[src/rtl/riscv_sram_arbiter.sv]
// Shares one single-port synchronous SRAM between the fetch and data ports of a minimal RISC-V
// core. Halfword-aligned fetches are served as two word reads merged into one 32-bit result.
module riscv_sram_arbiter #(
  parameter int unsigned addr_bits = 14
) (
  input  logic                 clk,
  input  logic                 clk__enable,
  input  logic                 reset,

  input  logic [31:0]          imem_access_req__address,
  input  logic                 imem_access_req__read_enable,
  output logic                 imem_access_resp__wait,
  output logic [31:0]          imem_access_resp__read_data,

  input  logic [31:0]          dmem_access_req__address,
  input  logic [3:0]           dmem_access_req__byte_enable,
  input  logic                 dmem_access_req__read_enable,
  input  logic                 dmem_access_req__write_enable,
  input  logic [31:0]          dmem_access_req__write_data,
  output logic                 dmem_access_resp__wait,
  output logic [31:0]          dmem_access_resp__read_data,

  output logic                 sram_select,
  output logic                 sram_read_not_write,
  output logic [addr_bits-1:0] sram_address,
  output logic [3:0]           sram_write_enable,
  output logic [31:0]          sram_write_data,
  input  logic [31:0]          sram_read_data
);

  typedef enum logic [2:0] {
    StIdle,
    StIData,
    StILo,
    StIHi,
    StDData
  } state_e;

  state_e               state_q, state_d;
  logic [15:0]          hold_q, hold_d;
  logic                 last_dmem_q, last_dmem_d;

  logic                 imem_req;
  logic                 dmem_req;
  logic                 dmem_wr;
  logic                 grant_dmem;
  logic [addr_bits-1:0] imem_word;
  logic [addr_bits-1:0] imem_word_next;
  logic [addr_bits-1:0] dmem_word;
  logic                 unused_addr;

  assign imem_req       = imem_access_req__read_enable;
  assign dmem_wr        = dmem_access_req__write_enable;
  assign dmem_req       = dmem_access_req__read_enable | dmem_access_req__write_enable;
  assign imem_word      = imem_access_req__address[addr_bits+1:2];
  assign imem_word_next = imem_word + addr_bits'(1);
  assign dmem_word      = dmem_access_req__address[addr_bits+1:2];
  // dmem wins unless imem also requests and dmem held the previous grant.
  assign grant_dmem     = dmem_req & (~imem_req | ~last_dmem_q);

  assign unused_addr = ^{imem_access_req__address[31:addr_bits+2], imem_access_req__address[0],
                         dmem_access_req__address[31:addr_bits+2], dmem_access_req__address[1:0]};

  always_comb begin
    state_d                     = state_q;
    hold_d                      = hold_q;
    last_dmem_d                 = last_dmem_q;
    sram_select                 = 1'b0;
    sram_read_not_write         = 1'b1;
    sram_address                = '0;
    sram_write_enable           = 4'b0000;
    sram_write_data             = 32'h0;
    imem_access_resp__wait      = imem_req;
    dmem_access_resp__wait      = dmem_req;
    imem_access_resp__read_data = sram_read_data;
    dmem_access_resp__read_data = sram_read_data;

    unique case (state_q)
      StIdle: begin
        if (grant_dmem) begin
          last_dmem_d  = 1'b1;
          sram_select  = 1'b1;
          sram_address = dmem_word;
          if (dmem_wr) begin
            sram_read_not_write    = 1'b0;
            sram_write_enable      = dmem_access_req__byte_enable;
            sram_write_data        = dmem_access_req__write_data;
            dmem_access_resp__wait = 1'b0;
          end else begin
            state_d = StDData;
          end
        end else if (imem_req) begin
          last_dmem_d  = 1'b0;
          sram_select  = 1'b1;
          sram_address = imem_word;
          state_d      = imem_access_req__address[1] ? StILo : StIData;
        end
      end
      StDData: begin
        dmem_access_resp__wait = 1'b0;
        state_d                = StIdle;
      end
      StIData: begin
        imem_access_resp__wait = 1'b0;
        state_d                = StIdle;
      end
      StILo: begin
        // An abandoned split fetch skips the second read entirely.
        if (imem_req) begin
          hold_d       = sram_read_data[31:16];
          sram_select  = 1'b1;
          sram_address = imem_word_next;
          state_d      = StIHi;
        end else begin
          state_d = StIdle;
        end
      end
      StIHi: begin
        imem_access_resp__wait      = 1'b0;
        imem_access_resp__read_data = {sram_read_data[15:0], hold_q};
        state_d                     = StIdle;
      end
      default: state_d = StIdle;
    endcase

    if (reset) begin
      sram_select                 = 1'b0;
      sram_read_not_write         = 1'b0;
      sram_address                = '0;
      sram_write_enable           = 4'b0000;
      sram_write_data             = 32'h0;
      imem_access_resp__wait      = 1'b1;
      dmem_access_resp__wait      = 1'b1;
      imem_access_resp__read_data = 32'h0;
      dmem_access_resp__read_data = 32'h0;
    end
  end

  always_ff @(posedge clk) begin
    if (clk__enable) begin
      if (reset) begin
        state_q     <= StIdle;
        hold_q      <= 16'h0;
        last_dmem_q <= 1'b0;
      end else begin
        state_q     <= state_d;
        hold_q      <= hold_d;
        last_dmem_q <= last_dmem_d;
      end
    end
  end

endmodule

[config.mk]
export PLATFORM = sky130hd
export DESIGN_NAME = riscv_sram_arbiter
export DESIGN_NICKNAME = d
export VERILOG_FILES = /design/src/rtl/riscv_sram_arbiter.sv
export SDC_FILE = /design/constraint.sdc
export NUM_CORES = 1
export LEC_CHECK = 0
export ABC_AREA = 1
export CAP_MARGIN = 20
export CORE_MARGIN = 10
export CORE_UTILIZATION = 31
export CTS_CLUSTER_DIAMETER = 150
export CTS_CLUSTER_SIZE = 14
export DETAILED_ROUTE_END_ITERATION = 7
export PLACE_DENSITY = 0.87
export SLEW_MARGIN = 20
export SYNTH_ARGS = -nofsm -noshare
export SYNTH_HDL_FRONTEND = slang
export SYNTH_SLANG_ARGS = --single-unit
[constraint.sdc]
create_clock -name clk -period 4 [get_ports clk]
set_input_delay 0.6 -clock clk [delete_from_list [all_inputs] [get_ports clk]]
set_output_delay 0.6 -clock clk [all_outputs]
set_load 0.005 [all_outputs]
# ---- Word-level counts from Yosys, hierarchy flattened
# Cells that the tools add are included.
dict set report op_classes {
  n_addsub 1
  mux 41
  bitwise 5
  n_reduce_logical 9
  n_eq_ne 6
}
# cell n
set ops {}
lappend ops {{32-bit 2-to-1 mux} 7}
lappend ops {{14-bit 2-to-1 mux} 4}
lappend ops {{16-bit 2-to-1 mux} 2}
lappend ops {{14-bit case mux with 2 select lines} 1}
lappend ops {{4-bit 2-to-1 mux} 4}
lappend ops {{1-bit 2-to-1 mux} 15}
lappend ops {{14-bit by 1-bit adder with 14-bit output (second input constant)} 1}
lappend ops {{3-bit 2-to-1 mux} 3}
lappend ops {{3-bit AND reduction} 3}
lappend ops {{4-bit inequality test (second input constant)} 2}
lappend ops {{3-bit by 2-bit == test with 1-bit output (second input constant)} 2}
lappend ops {{3-bit case mux with 2 select lines} 1}
lappend ops {{2-bit nonzero test} 3}
lappend ops {{2-bit 2-to-1 mux} 2}
lappend ops {{1-bit case mux with 2 select lines} 2}
lappend ops {{3-bit by 1-bit == test with 1-bit output (second input constant)} 1}
lappend ops {{3-bit == test (second input constant)} 1}
lappend ops {{3-bit logical NOT} 1}
lappend ops {{3-bit nonzero test} 1}
lappend ops {{1-bit NOT} 2}
lappend ops {{1-bit bitwise OR} 2}
lappend ops {{2-bit OR reduction} 1}
lappend ops {{1-bit AND} 1}
dict set report word_totals {
  input_bits 138
  ff_bits 20
  elab_cells 65
  out_inout_bits 118
}

# ---- Longest topological paths before layout
dict set report depth {
  depth_word 6
  mapped_depth 7
  depth_no_buf 7
}

# ---- Least setup slack after synthesis
# OpenSTA, ideal clock, no wires.
dict set report synth_timing {
  path_type {input-to-reg}
  start {input reset}
  end {register hold_q[0] (enable)}
  path_buffers 2
  slack_ns 1.623
  setup_time_ns 0.394
  arrival_time_ns 1.983
  stages 4
  cell_sequence {clkbuf_1 inv_1 clkbuf_1 a21oi_1}
}
dict set report synth_between {
  elab_chain_cells 2
  word_cells_on_any_way 3
}
# item line
set synth_rtl {}
lappend synth_rtl {{start: declaration} 8} ;# input logic reset,
lappend synth_rtl {{2-bit nonzero test (no line)} -}
lappend synth_rtl {{3-bit AND reduction (no line) *} -}
lappend synth_rtl {{end signal: assignment} 147} ;# hold_q <= hold_d;
lappend synth_rtl {{end: declaration} 40} ;# logic [15:0] hold_q, hold_d;
# Mark *: on every way between the ends. The rest lies on a longest branch, timed or not.
# A chain may end at the register's enable or synchronous reset.

# ---- Final worst setup path
dict set report layout_timing {
  start {input imem_access_req__read_enable}
  end {output sram_write_data[25]}
}
dict set report layout_between {
  elab_chain_cells 6
}
# item line
set layout_rtl {}
lappend layout_rtl {{start: declaration} 11} ;# input logic imem_access_req__read_enable,
lappend layout_rtl {{1-bit NOT} 59} ;# assign grant_dmem = dmem_req & (~imem_req | ~last_dmem_q);
lappend layout_rtl {{1-bit bitwise OR} 59}
lappend layout_rtl {{1-bit AND} 59}
lappend layout_rtl {{32-bit 2-to-1 mux} 80} ;# if (grant_dmem) begin
lappend layout_rtl {{32-bit 2-to-1 mux} 78} ;# unique case (state_q)
lappend layout_rtl {{32-bit 2-to-1 mux} 126} ;# if (reset) begin
lappend layout_rtl {{end: declaration} 27} ;# output logic [31:0] sram_write_data,
# Every way passes these cells.

==> flow_summary.json <==
{
  "run_status": "finished, final reports clean",
  "highest_layer": "met4",
  "ys_seq_elements": 20,
  "yosysMostFrequentCell": "nor2_1",
  "cts_tree": "done",
  "cp_slowest_cell": "clkdlybuf4s50_1",
  "post_synth_inst_count": 428,
  "post_cts_resized": 0,
  "first_iter_violations": 176,
  "reg2regPathDepth": 6,
  "synth_simple_gate_area_share_pct": 34.4,
  "yosysUniqueCellTypes": 28,
  "p_clk_share_pct": 18.1,
  "place_congestion": 0.900,
  "slew_viol_final": 0,
  "start_util_pct": 31.5,
  "dr_wl_met3_microns": 1030,
  "worstPathMaxFanout": 36,
  "clock-sinks": 20,
  "synth_edf_count": 20,
  "grt_overflow_total": 0,
  "multi_input_area_sq_um": 1360,
  "synthFlopType": "edfxtp_1",
  "hp-class": "register to register",
  "setup_tns_ps": 0,
  "p_int_w": 0.000526,
  "drt-pass1-iter-count": 4,
  "wire_per_inst_microns": 15.7,
  "syn_nets": 567,
  "async_reset_ff_share_pct": 0,
  "power_w": 0.000760,
  "max-cap-violations": 0,
  "dp_hpwl_microns": 9470,
  "p_leak_nw": 2.03,
  "fp.dieW_microns": 108,
  "wl_met1_microns": 4200,
  "syn_area_sq_um": 2410,
  "clock_latency_ps": 260,
  "crit_path_end": "sram_write_data[25]",
  "regArea_sq_um": 601,
  "slowest_delay_ps": 550,
  "setup_violations": 0,
  "ys_top_cells_by_area": "edfxtp_1 25%, nor2_1 16%, inv_1 14%",
  "switching_share_pct": 30.8,
  "r2r-end": "hold_q[2]$_SDFFCE_PP0P_",
  "period_needed_ps": 3430,
  "clkTransAtPathRegs_ps": 80,
  "slew_headroom_pct": 43.6,
  "synth_top_area_share_pct": 24.9,
  "htreeDepth": 1,
  "cts_buffer_depth": 2,
  "synth_xor_area_share_pct": 0.363,
  "fillCellCount": 682,
  "cp_top_family": "buffers and inverters",
  "path_cells": "clkdlybuf4s50_1 -> nand2_1 -> nand2_1 -> nor3_1 -> inv_2 -> nor2_1 -> clkdlybuf4s50_1",
  "arrival_ps": 2830,
  "finalCritPeriodShare_pct": 85.6,
  "antenna_cells": 0,
  "worstMarginPinSlew_ps": 845,
  "synth_adder_area_share_pct": 0.519,
  "cts_hold_buffers": 0,
  "min_from": "state_q[2]$_SDFFCE_PP0P_",
  "cts_root_buf": "clkbuf_8",
  "synth_compound_area_share_pct": 21.2,
  "ant_nets": 0,
  "p_switching_w": 0.000234,
  "grt_pass1_wl_microns": 17000,
  "hold_viol": 0,
  "rsz0062_at_grt": "no",
  "drive_gt1_share_pct": 3.15,
  "fp.coreArea_sq_um": 7650,
  "synthToLayoutAreaGrowth_pct": 94.9,
  "vias": 3533,
  "drc": 0,
  "worstSetupPathType": "primary input to output port",
  "finClkSkew_ps": 2.59,
  "yosysTopAreaCell": "edfxtp_1",
  "cts_buffers": 3,
  "synth.avg_cell_area_sq_um": 5.63,
  "rows": 32,
  "worstSetupStartpoint": "imem_access_req__read_enable",
  "combinationalPowerShare_pct": 49.4,
  "die_h_microns": 108,
  "p_per_area_nw_per_um2": 162,
  "startpoint_type": "primary input",
  "wl_met2_microns": 6000,
  "synth_common_cells": "104 x nor2_1, 87 x inv_1, 52 x a21oi_1, 52 x nand2_1, 36 x o21ai_0",
  "end_kind": "output port",
  "ir_worst_vdd_mv": 0.126,
  "synth.area.mux_share_pct": 0,
  "postCtsSetupBuffers": 0,
  "routed_via_density": 4.80,
  "fin_nets": 774,
  "io_pins": 256,
  "cp.depth": 7,
  "dieArea_sq_um": 11700,
  "synth_top_family_by_area": "simple AND/OR/NAND/NOR gates",
  "grt_max_degree": 70,
  "rrSetupSlack_ps": 1970,
  "fmax_mhz": 292,
  "grt_pass1_vias": 3259,
  "cp.buffers_inverters": 3,
  "finalWirelength_microns": 11500,
  "ys_seq_area_share_pct": 24.9,
  "r2r_start": "state_q[2]$_SDFFCE_PP0P_",
  "antenna_found_initial": 0,
  "critical_path_required_ps": 3400,
  "share_seq_of_total_power_pct": 32.4,
  "grt_usage_pct": 17.7,
  "ys_warn_count": 0,
  "io_buffers": 220
}
## flip-flops by register name, indices dropped and copies added, names as in the netlist
register     flops
last_dmem_q      1
hold_q          16
state_q          3
## layout by cell type, fill, tap and decap left out, types with 3 or more instances in the layout
cell type	synthesis	final
a31oi_1	5	5
nand2_1	52	52
nor2_1	104	104
nand4_1	3	3
o21ai_0	36	36
clkbuf_8	0	3
inv_1	87	87
buf_4	0	4
nand3_1	25	25
nor3_1	4	4
nor2_2	3	3
clkdlybuf4s50_1	0	219
a21oi_1	52	52
edfxtp_1	20	20
## stage by stage
stage | instance area [sq um] | utilization, % | hold WS (ps) | setup slack (ps) | std cells
5_1_grt | 4700 | 61.4 | 793 | 374 | 736
2_1_floorplan | 2410 | - | 685 | 1620 | 428
3_3_place_gp | 4650 | 60.8 | 706 | 590 | 732
4_1_cts | 4700 | 61.4 | 738 | 534 | 736
6_report | 4700 | 61.4 | 740 | 575 | 736
3_5_place_dp | 4650 | 60.8 | 723 | 540 | 732
## worst min path at each step
| stage | to | slack [ps] | depth (start not counted) |
|---|---|---|---|
| 2_1_floorplan | state_q[2]$_SDFFCE_PP0P_ | 690 | 3 |
| 3_3_place_gp | state_q[2]$_SDFFCE_PP0P_ | 710 | 3 |
| 3_5_place_dp | state_q[2]$_SDFFCE_PP0P_ | 720 | 3 |
| 4_1_cts | state_q[2]$_SDFFCE_PP0P_ | 740 | 3 |
| 5_1_grt | state_q[2]$_SDFFCE_PP0P_ | 790 | 3 |
| 6_report | state_q[2]$_SDFFCE_PP0P_ | 740 | 3 |
## layer usage
layer  vias up  GRT usage [%]
met5         -              0
met3        20           4.10
met4         0           5.63
met2       153           33.5
li1       1753              -
met1      1607           18.7
## kinds of logic after synthesis
kind of cell,Yosys count
AOI/OAI and AO/OA,98
xor gates and xnor gates,1
adders and majority gates,1
buffers and inverters,111
DFF,20
and+or+nand+nor,197
## area by class of cell
cell class,count,share of cell area [%]
clock buffer,3,0.879
inverter,89,7.11
tap,102,2.72
multi-input combinational,297,29.0
clock inverter,1,0.0799
sequential,20,12.8
timing repair buffer,224,47.4
## power by group through the flow
stage,Clock (W),Combinational (W),Sequential (W)
5_1_grt,0.000153,0.000410,0.000248
3_3_place_gp,0,0.000368,0.000251
2_1_floorplan,0,0.000133,0.000251
6_report,0.000138,0.000376,0.000246
4_1_cts,0.000140,0.000377,0.000247
3_5_place_dp,0,0.000376,0.000251
## worst register-to-register path, cell delays in order, from the launching register on
cell and delay [ps]:
edfxtp_1 380, inv_1 140, nand2_2 100, nor3_4 500, inv_1 170, a21oi_1 160, buf_4 270
No activity file was read; power rests on OpenSTA's default activity.
